File: src/rtl/spdot_idx_writer.sv
// spdot_idx_writer: unpacks a stream of 32-bit beats (two 16-bit block ids each)
// into sequential 16-bit writes to the BSR block-index RAM, with per-entry
// range checks and a running count/checksum for firmware load confirmation.
//
// state  | meaning
// IDLE   | waiting for start; load parameters latched on start
// ACCEPT | in_ready high; a handshake writes the low half next cycle
// WR_HI  | writing the held high half of the last beat
// DONE   | load finished; done pulses on the following cycle
module spdot_idx_writer #(
  parameter int IDX_DEPTH = 1024
) (
  input  logic        clk,
  input  logic        rstn,
  input  logic        start,
  input  logic [15:0] base_addr,
  input  logic [15:0] num_entries,
  input  logic [15:0] max_block,
  input  logic        in_valid,
  output logic        in_ready,
  input  logic [31:0] in_data,
  output logic        idx_wr_en,
  output logic [15:0] idx_wr_addr,
  output logic [15:0] idx_wr_data,
  output logic        busy,
  output logic        done,
  output logic        error,
  output logic [15:0] count_out,
  output logic [31:0] checksum_out
);

  // 17 bits so a depth of 65536 still compares correctly against a 16-bit pointer
  localparam logic [16:0] DEPTH_L = 17'(IDX_DEPTH);

  typedef enum logic [1:0] {IDLE, ACCEPT, WR_HI, DONE} state_t;

  state_t      state, state_nxt;
  logic [15:0] ptr;
  logic [15:0] rem;
  logic [15:0] bound;
  logic [15:0] hold;
  logic        hs;
  logic        ent_act;
  logic [15:0] ent_data;
  logic        ent_fault;

  assign hs = in_valid && in_ready;

  // Select the entry occupying the current write slot and range-check it
  always_comb begin
    ent_act   = (state == ACCEPT && hs) || (state == WR_HI);
    ent_data  = (state == WR_HI) ? hold : in_data[15:0];
    ent_fault = (ent_data >= bound) || ({1'b0, ptr} >= DEPTH_L);
  end

  // State register
  always_ff @(posedge clk or negedge rstn) begin
    if (!rstn) state <= IDLE;
    else       state <= state_nxt;
  end

  // Next-state logic; rem==1 means the slot being consumed now is the last
  always_comb begin
    state_nxt = state;
    case (state)
      IDLE:    if (start) state_nxt = (num_entries == 16'd0) ? DONE : ACCEPT;
      ACCEPT:  if (hs)    state_nxt = (rem == 16'd1) ? DONE : WR_HI;
      WR_HI:   state_nxt = (rem == 16'd1) ? DONE : ACCEPT;
      DONE:    state_nxt = IDLE;
      default: state_nxt = IDLE;
    endcase
  end

  // State-decoded outputs
  always_comb begin
    in_ready = (state == ACCEPT);
    busy     = (state == ACCEPT) || (state == WR_HI);
  end

  // Datapath: load parameters, issue writes, accumulate count/checksum/error
  always_ff @(posedge clk or negedge rstn) begin
    if (!rstn) begin
      ptr          <= '0;
      rem          <= '0;
      bound        <= '0;
      hold         <= '0;
      idx_wr_en    <= 1'b0;
      idx_wr_addr  <= '0;
      idx_wr_data  <= '0;
      done         <= 1'b0;
      error        <= 1'b0;
      count_out    <= '0;
      checksum_out <= '0;
    end else begin
      idx_wr_en <= 1'b0;
      done      <= (state == DONE);
      if (state == IDLE && start) begin
        ptr          <= base_addr;
        rem          <= num_entries;
        bound        <= max_block;
        count_out    <= '0;
        checksum_out <= '0;
        error        <= 1'b0;
      end
      if (state == ACCEPT && hs) hold <= in_data[31:16];
      if (ent_act) begin
        ptr <= ptr + 16'd1;
        rem <= rem - 16'd1;
        if (ent_fault) begin
          error <= 1'b1;
        end else begin
          idx_wr_en    <= 1'b1;
          idx_wr_addr  <= ptr;
          idx_wr_data  <= ent_data;
          count_out    <= count_out + 16'd1;
          checksum_out <= checksum_out + {16'd0, ent_data};
        end
      end
    end
  end

endmodule
File: config.mk
export PLATFORM = sky130hd
export DESIGN_NAME = spdot_idx_writer
export DESIGN_NICKNAME = d
export VERILOG_FILES = /design/src/rtl/spdot_idx_writer.sv
export SDC_FILE = /design/constraint.sdc
export NUM_CORES = 1
export LEC_CHECK = 0
export CORE_UTILIZATION = 47
export DETAILED_ROUTE_END_ITERATION = 8
export PLACE_DENSITY = 0.76
export SYNTH_ARGS = -nofsm -noshare
export SYNTH_HDL_FRONTEND = slang
export SYNTH_SLANG_ARGS = --single-unit
File: constraint.sdc
create_clock -name clk -period 3.52 [get_ports clk]
set_input_delay 0.528 -clock clk [delete_from_list [all_inputs] [get_ports clk]]
set_output_delay 0.528 -clock clk [all_outputs]
set_load 0.1 [all_outputs]
# == After elaboration in Yosys (flattened, before gate mapping) ==
# Cells that the tools add are included.
# totals
wordCells,58
reg_bits,149
out_inout_bits,85
inputBits,84
# classes
reduce_logical,11
magnitude_cmp,2
bitwise_logic,1
eq_ne,6
mux,22
addsub,4
# op_table
operator,n
$mux 16,8
$mux 32,3
$add 16x1->16 const B,2
$add 32x16->32,1
$eq 16x1->1 const B,1
$ge 16x11->1 const B,1
$ge 16x16->1,1
$logic_not 16->1,1
$sub 16x1->16 const B,1
$mux 2,4
$pmux 2 s4,1
$mux 1,6
$eq 2x2->1 const B,2
$reduce_and 2->1,2
$logic_and 1x1->1,3
$logic_or 1x1->1,3
$eq 2x1->1 const B,1
$logic_not 2->1,1
$ne 2x1->1 const B,1
$ne 2x2->1 const B,1
$reduce_bool 2->1,1
$not 1->1,1

# == Longest topological paths before layout ==
# Gate-level depths: netlist of run 1.
# depth
ltp_word,6
mapped_depth,16
ltp_nobuf,12

# == Worst setup path after synthesis of run 1 ==
# OpenSTA, ideal clock, no wires.
# synth_timing
path_kind,flip-flop to flip-flop
startpoint,register state[0]
endpoint,register checksum_out[17]
required_ps,3400
setup_time_ps,120
arrival_ps,3202
period_less_slack_ps,3322
stages_incl_launch_ff,15
n_path_buf,4
path_slack_ps,198
cell_sequence,dfrtp_1 -> inv_1 -> ha_1 -> buf_4 -> clkbuf_1 -> mux2_2 -> ha_1 -> clkbuf_1 -> a21oi_1 -> o21a_1 -> o21bai_1 -> or2_1 -> buf_6 -> a32o_1 -> a21o_1
# synth_via
elab_chain_len,6
elab_cells_between_ends,14
classes_between,add/sub: 1; order compare: 1; eq/ne: 2; mux: 4; reduce/logical: 6
# synth_lines
element,line,source
start: declaration,37,"state_t state, state_nxt;"
start signal: assignment,59,else state <= state_nxt;
$eq 2x2->1 *,52,ent_data = (state == WR_HI) ? hold : in_data[15:0];
$mux 16 *,52,
via ent_data[8],44,logic [15:0] ent_data;
"parallel branches: the longest is 2 deep, another holds $add 32x16->32",-,
$mux 32 *,109,if (ent_fault) begin
$mux 32 *,106,if (ent_act) begin
end signal: assignment,116,"checksum_out <= checksum_out + {16'd0, ent_data};"
end: declaration,29,output logic [31:0] checksum_out
# Mark *: on every way through the listed nets, which the timed path passes.
# A chain may end at the register's enable or synchronous reset.

# == Worst setup path in the final report of run 1 ==
# layout_timing
startpoint,register state[0]
endpoint,register count_out[15]
# layout_via
elab_chain_len,6
elab_cells_between_ends,13
classes_between,order compare: 1; eq/ne: 2; mux: 4; reduce/logical: 6
# layout_lines
element,line,source
$eq 2x2->1,52,
$mux 16,52,
via ent_data[15],44,
$ge 16x16->1,53,"ent_fault = (ent_data >= bound) || ({1'b0, ptr} >= DEPTH_L);"
$logic_or 1x1->1,53,
$mux 16,109,
$mux 16,106,
end signal: assignment,115,count_out <= count_out + 16'd1;
end: declaration,28,"output logic [15:0] count_out,"
# The timed path passes the listed nets, and every way through them passes these cells.

==> results of run 1 <==
## where the power goes
| part | internal, mW | switching (mW) |
|---|---|---|
| combinational | 1.26 | 2.61 |
| clock | 1.21 | 0.708 |
| sequential | 2.19 | 0.384 |
| total | 4.66 | 3.70 |
## metal layers
| layer | vias up | GRT usage (%) | part of all wire, % |
|---|---|---|---|
| li1 | 3572 | - | - |
| met1 | 3636 | 38.2 | 45 |
| met2 | 339 | 38.9 | 45 |
| met3 | 45 | 3.38 | 7.1 |
| met4 | 0 | 10.5 | 2.6 |
| met5 | - | 0 | 0 |
## repair_timing
action                                  4_1_cts  5_1_grt
hold endpoints to repair                      0        0
resized for setup                             0        7
endpoints found under the setup margin        0       30
## through the flow
stage               hold slack [ns]  setup WS [ns]
floorplan                     0.232          0.198
global placement              0.460          0.238
detailed placement            0.464          0.102
CTS                           0.171         0.0817
global route                  0.205        -0.0290
finish                        0.138          0.145
## area by class of cell
class                      count  area, sq um
clock buffer                  24          502
clock inverter                 8          120
fill                        1498         6430
inverter                      37          141
multi-input combinational    665         4240
sequential                   149         3730
tap                          225          282
timing repair buffer         188         1850
## worst max-delay path, cell delays in order (launching register included)
cell       delay, ns
dfrtp_1         0.44
inv_1           0.15
ha_1            0.22
buf_4           0.20
mux2_2          0.40
ha_1            0.22
nor4_4          0.33
o2111ai_2       0.20
a21oi_2         0.23
a21oi_4         0.12
buf_4           0.20
or4_1           0.51
nand3_1         0.08
## worst paths after layout
path	to	slack (ns)	cells after the start
hold / removal	idx_wr_addr[12]	0.14	1
min in group clk	idx_wr_data[12]	0.47	2
hold reg to reg	idx_wr_data[12]	0.47	2
max in group asynchronous	idx_wr_addr[0]	2.57	2
setup / recovery	count_out[15]	0.15	12
setup reg to reg	count_out[15]	0.15	12
## state kept, by name, indices dropped and copies added (netlist names)
register,count
bound,16
state,2
idx_wr_addr,16
idx_wr_en,1
rem,16
checksum_out,32
error,1
count_out,16
ptr,16
idx_wr_data,16
hold,16
done,1
## cell usage in the layout (no fill, tap or decap), types with 5 or more instances in the layout
cell type / synthesis / layout
a211oi_1: 14 / 13
o21ai_0: 70 / 69
a31o_2: 8 / 8
nor3_1: 18 / 18
nand2_1: 143 / 143
a311oi_1: 6 / 6
a31oi_1: 33 / 33
clkbuf_16: 0 / 17
xnor2_1: 8 / 8
a21oi_1: 42 / 42
o211ai_1: 8 / 8
and3_1: 13 / 13
nand2b_1: 9 / 9
or3_1: 5 / 5
a41oi_1: 13 / 13
dfrtp_1: 149 / 149
nor2_1: 57 / 56
xor2_1: 5 / 5
a21o_1: 6 / 6
nand3_1: 38 / 38
nor4_1: 5 / 5
nand4_1: 13 / 13
inv_1: 36 / 36
buf_4: 7 / 20
clkbuf_8: 0 / 5
mux2_2: 31 / 31
and2_1: 9 / 9
clkdlybuf4s50_1: 0 / 165
o31a_1: 5 / 5
o21a_1: 5 / 5
ha_1: 40 / 40
## cell families after synthesis
| logic type | Yosys count | share of synthesized area [%] |
|---|---|---|
| buffers and inverters | 84 | 4.55 |
| AND/OR/NAND/NOR | 330 | 18.9 |
| flip-flops | 149 | 44.9 |
| multiplexers | 34 | 4.56 |
| AO/OA/AOI/OAI | 247 | 19.5 |
| XOR/XNOR | 13 | 1.37 |
| adder cells (fa/ha/maj) | 41 | 6.27 |
==> run summary, run 1 <==
Yosys mapped the design onto 72 distinct sky130hd cell types. Entering global routing, the biggest net connects 81 pins. The nature of the critical path endpoint is a register. The finished layout cell area is 0.0109 sq mm. Setup violations remaining at the end of the flow were counted as 0.

The final critical-path share of the clock period is 95.9%. The cell area after synthesis came out at 0.00831 sq mm. The post-synthesis async set-or-reset flop share is 100%. The placeable core region is between 0.015 and 0.02 sq mm. The total detailed-routing wirelength came out at 23000 microns. The count of final hold-check violations came out at 0. The upper clock frequency limit came out at 296 MHz. The number of buffers created by CTS came out at 17. The share of the synthesized area in the top cell type is 44.9%. The number of sinks handled by clock tree synthesis is 149. The data arrival time of the worst path is between 3 and 4 ns. The number of flops mapped to enable cells by yosys is 0.

The headroom to the max-slew limit came out at 29.0%. From bottom edge to top edge, the die measures 135 microns. The highest net fanout along the worst path is 13.

For this run, the register share of the synthesized area comes to roughly 45%. At the end of routability-driven placement, the weighted congestion stood at around 0.9. The number of antenna violations at the first check in global routing is 0. The first TritonRoute pass finished after 5 iterations. The H-tree depth reported by CTS came out at 4. The initial detailed-routing violation count came out at 654. The critical path is of the reg -> reg type. The maximum root-to-sink buffer count came out at 2. The total vias in the final route is around 7600.

The die covers approximately 0.018 sq mm. Input and output buffers added on the ports amount to 168. The clock tree from TritonCTS is done. Summed over all instances, the cell type with the most area after synthesis is dfrtp_1.

The finished layout holds 1296 standard cells, fillers aside. The synthesized flop and latch total came out at 149. The commonest cells after synthesis are dfrtp_1, nand2_1, o21ai_0, nor2_1, a21oi_1.

Including well taps, the total number of placed cells is 1264. The effective utilization at floorplan is 48.0%. The flow ran to the end, and the final reports show no timing, DRC or antenna violations. The fraction of final layout cells sized beyond drive strength 1 came out at 10.6%. The hold-fix buffer count after cts came out at 0. The utilization of the core after routing is 62.8%. The worst register-to-register path begins at state[0].

The number of antenna repair diodes is 0. Synthesis handed over a netlist of 898 instances. By area the synthesized netlist is led by dfrtp_1, nand2_1, ha_1. Across the VDD grid, the largest voltage drop is approximately 1100 uV.

The final net count came out at 1183. Power spread over the standard cell area amounts to 769 mW/mm^2. The most common cell in the synthesized netlist is dfrtp_1. The horizontal die dimension is 135 microns. The number of rows in the core area came out at 48. The post-synthesis average cell area came out at around 9.3 sq um. The routed length per placed instance came out at between 15 and 20 microns. The average via count per standard cell is 5.86. The number of violations of the max-capacitance limit came out at 0. The total nets after synthesis came out at 1023. The number of top-level design ports came out at between 150 and 200. The global-route usage over all layers is a little over a quarter. The post-layout total power is 8.35 mW. The main flop type after synthesis is dfrtp_1. The total grt overflow came out at 0. The worst path required time is 3.88 ns.

For this design the static power due to leakage is 4.67 nW. The final count of pins violating max slew came out at 0. Setup repair after global routing could not meet its margin everywhere. The synthesis-to-layout area growth is 30.7%.

The clock input transition at the sequential cells of the worst setup and hold paths came out at ~0.060 ns. The worst path in the final design needs a cycle of around 3.4 ns, including I/O delays and setup. The number of global-route vias before repair came out at 7218. The clock reaches the later pin of the worst-skew pair after 0.43 ns.

The launching instance or port of the critical path is state[0]. The first global-routing pass estimated roughly 37000 microns of wire. The actual transition at the worst max-transition pin came out at 1.06 ns. The synthesis warning total came out at 0. The worst setup path is launched from a register. The total half-perimeter wirelength after legalization and detailed placement is 16500 microns.

The final-layout setup total negative slack is 0 ns. The maximum clock skew at final layout is around 0.008 ns. The cell area after placement is 0.0102 sq mm. The number of remaining DRC errors is 0.

The tightest min-delay check is of the in -> async type. The tree is rooted in a clkbuf_16. The post-CTS setup-driven buffer insertion count is 0. The post-detailed-route count of antenna-violating nets is 0.
Note: power is estimated with default switching activity, not from simulation.
==> run 2: changes to the inputs <==
CORE_UTILIZATION = 52   (was 47)
PLACE_DENSITY = 0.8   (was 0.76)
clock period = 3.65 ns   (was 3.52 ns; I/O delays follow)
==> run summary, run 2 (same netlist as run 1, synthesis figures left out) <==
The first global-routing pass estimated 36900 microns of wire. The total buffers and inverters traversed by the critical path came out at 3. The flip-flop count of the largest register after layout came out at 32. Counting flops per register, the top entry is checksum_out. During placement, the flow inserted port buffers numbering 168.

The final-layout setup total negative slack came out at 0 ns. The H-tree depth reported by CTS came out at 4. The global-route usage over all layers is 28.9%. The clock passes through at most 2 buffers. The total half-perimeter wirelength after legalization and detailed placement came out at 16100 microns.

The horizontal die dimension is 128 microns. The total detailed-routing wirelength is 22700 microns. In the routed design, unresolved DRC markers number 0. The worst path required time came out at 3.98 ns. Summing over every cut layer, the via total after detailed routing is 7594.

For the pin with the worst max-slew slack, the measured transition is 1.03 ns. STA classifies the critical path endpoint as a register. The number of antenna repair diodes came out at 0. The pre-antenna-repair detailed-routing pass consisted of 5 iterations. For this design, the sink count on the clock tree is between 100 and 150. STA classifies the critical path startpoint as a register. The kind of critical path is reg -> reg. The run finished with clean final reports. The die outline area came out at about 0.016 sq mm. The final setup violation count came out at 0. The largest stage delay on the critical path came out at 0.42 ns. At the worst endpoint, the arrival time is about 3.8 ns. Clock-pin slew was measured on the worst setup and hold paths at about 0.06 ns.

The headroom to the max-slew limit is 30.8%. The number of top-level design ports came out at 169. The final net count came out at between 1000 and 1500. Leaving out fill and tap cells, the most frequent cells in the layout are clkdlybuf4s50_1, dfrtp_1, nand2_1. The post-detailed-route count of antenna-violating nets is 0.

The count of fill cells added during filler insertion came out at 1165. The number of antenna violations at the first check in global routing came out at 0. The total grt overflow is 0.

The effective utilization at floorplan is 54.0%. The number of buffers created by CTS came out at 17. The tightest min-delay check is of the in -> async type. The number of hold buffers added after CTS was 0. The reg-to-reg critical path startpoint is state[0].

The ratio of total power to cell area came out at 740 mW/mm^2. The highest net fanout along the worst path came out at 41. The storage element area is 0.00373 sq mm. The peak supply drop is ~780 uV.

The clock tree from TritonCTS is done. The cell with the biggest individual delay on the critical path is dfrtp_1. Measured on the finished design, the core utilization comes to 70.2%.

Dividing the detail-routed wire length by the instance count gives 17.7 microns. The final critical-path share of the clock period is 95.6%. The largest delay contributor family on the critical path is compound AO/OA/AOI/OAI gates.

For flop-to-flop paths, the worst setup slack is 0.16 ns. The final count of pins violating max slew is 0. The post-CTS setup-driven buffer insertion count is 0. The synthesis-to-layout area growth is 29.9%. The count of instances resized after the clock tree is built came out at 0. The placeable core region is around 0.015 sq mm. The maximum clock skew at final layout came out at 0.00780 ns. The shortest period the worst path allows is 3.49 ns. Walking the worst path, the cells encountered are inv_1 > ha_1 > buf_4 > mux2_2 > ha_1 > o2111ai_1 > a31oi_1 > nor2_1 > a21oi_4 > buf_12 > nand2_4 > a31oi_1.

Leaving out fill and tap cells, the most frequent cell in the layout is clkdlybuf4s50_1. Setup repair after global routing left no endpoint under its margin. In this run the critical register-to-register path is captured at checksum_out[31]. The average via count per standard cell came out at 5.94.

The number of global-route vias before repair was 7093. The post-layout total power is 7.98 mW. The count of final hold-check violations came out at 0.

After floorplanning, the core was divided into 45 placement rows. Of the cells placed in the final design, the portion with a size suffix greater than 1 is 10.0%. The height of the die came out at about 130 microns. The upper clock frequency limit is roughly 290 MHz.

Summing all multi-input logic gate instances after layout gives 0.00421 sq mm. The leakage power is 4.65 nW. The pin count of the biggest net entering global routing came out at 77. The initial detailed-routing violation count came out at around 620.

The number of violations of the max-capacitance limit came out at 0. The insertion delay to the later sink of the worst-skew pair is 0.43 ns. For the worst flop-to-flop path, the logic depth is 12. The tree is rooted in a clkbuf_16. The global placement routability congestion came out at between 0.9 and 1.
[run 2: worst reg2reg max path, stage by stage (launching register included)]
cell and delay (ns):
dfrtp_1 0.42, inv_1 0.12, ha_1 0.22, buf_4 0.21
mux2_2 0.41, ha_1 0.37, o2111ai_1 0.14, a31oi_1 0.32
nor2_1 0.15, a21oi_4 0.23, buf_12 0.24, nand2_4 0.22
a31oi_1 0.32
[run 2: area by class of cell]
class / instances / area share, %
sequential: 149 / 34.6
multi-input combinational: 665 / 39.1
timing repair buffer: 186 / 17.2
tap: 211 / 2.45
clock inverter: 10 / 1.21
clock buffer: 21 / 4.27
inverter: 37 / 1.31
[run 2: power by group]
part,internal [mW],switching [mW]
sequential,2.11,0.369
combinational,1.20,2.51
clock,1.10,0.681
total,4.42,3.56
[run 2: layer usage]
layer | share of wire (%) | track usage, % | vias up
met3 | 5.5 | 4.49 | 41
met4 | 2.5 | 11.6 | 0
met1 | 45 | 40.9 | 3664
met5 | 0 | 0 | -
met2 | 47 | 44.5 | 320
li1 | - | - | 3569
[run 2: worst max-delay path by stage]
stage                            from               end  cells after the start
after global routing         state[0]  checksum_out[31]                     12
after floorplan              state[0]  checksum_out[17]                     14
final                        state[0]  checksum_out[31]                     12
after global placement    in_data[13]  checksum_out[25]                     10
after CTS                    state[0]  checksum_out[31]                     12
after detailed placement  in_data[13]      count_out[2]                     10
[run 2: stage by stage]
stage	hold WS, ns	setup WS (ns)	cell area [sq um]	cells
floorplan	0.252	0.328	8310	898
global placement	0.462	0.318	10200	1248
detailed placement	0.465	0.248	10200	1248
CTS	0.159	0.117	10800	1279
global route	0.191	0.0281	10800	1279
finish	0.134	0.160	10800	1279
==> RTL change 1 (flow settings as in run 1) <==
Re-encode `state_t` (4 states) as one-hot, 4 bits wide.
--- a/src/rtl/spdot_idx_writer.sv
+++ b/src/rtl/spdot_idx_writer.sv
@@ -33,5 +33,5 @@
   localparam logic [16:0] DEPTH_L = 17'(IDX_DEPTH);
 
-  typedef enum logic [1:0] {IDLE, ACCEPT, WR_HI, DONE} state_t;
+  typedef enum logic [3:0] {IDLE = 4'b0001, ACCEPT = 4'b0010, WR_HI = 4'b0100, DONE = 4'b1000} state_t;
 
   state_t      state, state_nxt;
Behaviour: no difference found for any inputs over 4 cycles, from zero or initial values and one cycle with rstn low; so few cycles prove little.
==> RTL change 1 against run 1 <==
Sequential share of layout area barely moved; cell count fell by 1.2%; critical path type unchanged; worst setup slack got worse by 0.028 ns; sequential cell count rose by 2; highest routed layer unchanged; critical path depth rose by 1; synthesized area fell by 1.8%; critical endpoint is now checksum_out[17]$_DFF_PN0_; wire length fell by 0.80%; non-clock buffer count rose by 14; design area rose by 1.5%.
Power is not compared: it rests on default switching activity, and its combinational part moved more than twofold at a synthesized area within 25%.
==> RTL change 1: results (changes against run 1) <==
| Metric | Value |
|---|---|
| Crit-path slowest cell | `dfrtp_1 (was or4_1)` |
| Status | `completed (unchanged)` |
| Sequential area share after synthesis | `46.3% (was 44.9%)` |
| Post-Layout Cell Count | `1280 (was 1296)` |
| Filler cell count | `1362 (was 1498)` |
| Largest cells by area after synthesis | `dfrtp_1 46%, nand2_1 7.2%, ha_1 5.4%, mux2_2 4.4%, o21ai_0 4.3% (was dfrtp_1 45%, nand2_1 6.5%, ha_1 6.0%, o21ai_0 4.2%, mux2_2 4.2%)` |
| Signal buf overhead | `18.4% (was 17.1%)` |
| Post-synth top cells | `156 x nand2_1, 150 x dfrtp_1, 70 x o21ai_0, 37 x nor2_1, 35 x ha_1 (was 149 x dfrtp_1, 143 x nand2_1, 70 x o21ai_0, 57 x nor2_1, 42 x a21oi_1)` |
| First-pass GRT wire length | `36900 um (was 37000 um)` |
| Compound-Gate Fraction of Synth Area | `17.8% (was 19.5%)` |
| Area of the multi-input gates | `4160 um^2 (was 4240 um^2)` |
| Worst EP arrival | `3.76 ns (was 3.73 ns)` |
| Placed cell area | `10200 um^2 (about the same)` |
| M1 GR Usage | `33.7% (was 38.2%)` |
| Drt initial violations | `592 (was 654)` |
| RePlAce Congestion | `0.888 (was 0.904)` |
| Proportion of synthesized area in mux cells | `5.71% (was 4.56%)` |
| DR pass1 iterations | `4 (was 5)` |
| Vias in the first global route | `7261 (was 7218)` |
| Slowest stage delay, CP | `0.42 ns (was 0.51 ns)` |
| Met2 Use GR | `43.0% (was 38.9%)` |
| Syn Nets | `983 (was 1023)` |
| Dpl cells | `1245 (was 1264)` |
| WL met3 | `1550 um (was 1640 um)` |
| Worst Reg2Reg Path Length in Cells | `13 (was 12)` |
| Largest net degree at the start of global routing | `77 (was 81)` |
| Post-DP HPWL | `16000 um (was 16500 um)` |
| Inverters | `32 (was 37)` |
| Worst reg2reg endpoint | `checksum_out[17]$_DFF_PN0_ (was count_out[15]$_DFF_PN0_)` |
| Post-CTS Resized | `3 (was 0)` |
-- RTL change 1: cell count changes after synthesis, sizes merged, moves of 7 or more --
cell	delta
a31oi	-23
nor2	-21
a21oi	-14
o21ai	+13
a211oi	-12
nand2	+12
nor2b	+11
clkbuf	-9
a22o	+7
a41oi	-7
and3	+7
-- RTL change 1: worst max path at each step --
stage,startpoint,end,cells past startpoint
6_report,state[1]$_DFFE_PN0P_,checksum_out[17]$_DFF_PN0_,13
5_1_grt,state[1]$_DFFE_PN0P_,checksum_out[19]$_DFF_PN0_,13
4_1_cts,state[1]$_DFFE_PN0P_,checksum_out[17]$_DFF_PN0_,12
3_5_place_dp,state[2]$_DFFE_PN0P_,checksum_out[24]$_DFF_PN0_,12
3_3_place_gp,state[1]$_DFFE_PN0P_,checksum_out[20]$_DFF_PN0_,12
2_1_floorplan,state[1]$_DFFE_PN0P_,checksum_out[23]$_DFF_PN0_,12
==> RTL change 2 (config.mk and constraints of run 1) <==
Without the edit above. The parameter `IDX_DEPTH` goes from 1024 to 768.
--- a/src/rtl/spdot_idx_writer.sv
+++ b/src/rtl/spdot_idx_writer.sv
@@ -9,5 +9,5 @@
 // DONE   | load finished; done pulses on the following cycle
 module spdot_idx_writer #(
-  parameter int IDX_DEPTH = 1024
+  parameter int IDX_DEPTH = 768
 ) (
   input  logic        clk,
Check against the original RTL: not equivalent (Yosys sat finds a counterexample within 4 cycles, from zero or initial values and one cycle with rstn low).
==> RTL change 2 against run 1 <==
Synthesized area shrank 0.47%; hold slack worse by 0.038 ns; power shrank 7.6%; sequential cell count did not move; fmax down 0.37%; sequential share of layout area fell by 0.81 points; worst setup slack worse by 0.013 ns; wire length decreased by 1.2%; design area increased by 2.4%; cell count is 5.2% higher.
==> RTL change 2: results (changes against run 1) <==
| Metric | Value |
|---|---|
| Status | `completed (unchanged)` |
| Hold_ws | `0.0998 ns (was 0.138 ns)` |
| Share of layout cells above drive strength 1 | `11.2% (was 10.6%)` |
| Drt initial violations | `619 (was 654)` |
| Reported clock group power | `2.03 mW (was 1.91 mW)` |
| Clock skew | `0.00807 ns (was 0.00784 ns)` |
| Maximum vdd drop | `0.00110 V (was 0.00114 V)` |
| Gr usage total | `25.8% (was 26.0%)` |
| Pwr per Cell Area | `694 nW/um^2 (was 769 nW/um^2)` |
| WL final | `22700 um (was 23000 um)` |
| Syn Area/Cell | `8.76 um^2 (was 9.25 um^2)` |
| Post-Layout Cell Count | `1363 (was 1296)` |
| Slowest stage delay, CP | `0.61 ns (was 0.51 ns)` |
| Pleak | `4.95 nW (was 4.67 nW)` |
| Combinational Power Share | `42.2% (was 46.3%)` |
| Filler cell count | `1415 (was 1498)` |
| Vias in the first global route | `7329 (was 7218)` |
| Int Power | `4.60 mW (was 4.66 mW)` |
| Layout Cell Area excl Fill | `11100 um^2 (was 10900 um^2)` |
| Worst setup endpoint | `checksum_out[23]$_DFF_PN0_ (was count_out[15]$_DFF_PN0_)` |
| Slew headroom | `29.1% (was 29.0%)` |
| Worst reg2reg endpoint | `checksum_out[23]$_DFF_PN0_ (was count_out[15]$_DFF_PN0_)` |
| DR vias/cell | `5.72 (was 5.86)` |
| Syn Nets | `1069 (was 1023)` |
| Largest net degree at the start of global routing | `73 (was 81)` |
| Worst EP arrival | `3.74 ns (was 3.73 ns)` |
| Post-DP HPWL | `16400 um (was 16500 um)` |
| Placed cell area | `10400 um^2 (was 10200 um^2)` |
[RTL change 2: layout make-up]
cell class | instances | area share, %
clock buffers | 21 | 4.14
clock inverters | 11 | 1.78
inverters | 34 | 1.15
multi-input cells | 710 | 38.4
flip-flops and latches | 149 | 33.5
well taps | 225 | 2.53
repair buffers | 213 | 18.5
[RTL change 2: kinds of logic (layout without fill, tap and decap cells)]
| group | Yosys count | count (layout) | share of synthesized area, % |
|---|---|---|---|
| fa+ha+maj | 41 | 41 | 6.29 |
| xor+xnor | 15 | 15 | 1.59 |
| simple gates | 376 | 377 | 20.9 |
| compound gates | 245 | 245 | 17.7 |
| mux | 32 | 32 | 4.48 |
| buf+inv | 86 | 279 | 4.01 |
| flops | 149 | 149 | 45.1 |
[RTL change 2: per-layer routing]
layer / global-route usage (%) / vias up / share of wire, %
li1: - / 3737 / -
met1: 35.7 / 3733 / 44
met2: 40.7 / 285 / 47
met3: 4.02 / 35 / 6.3
met4: 10.2 / 0 / 2.4
met5: 0 / - / 0
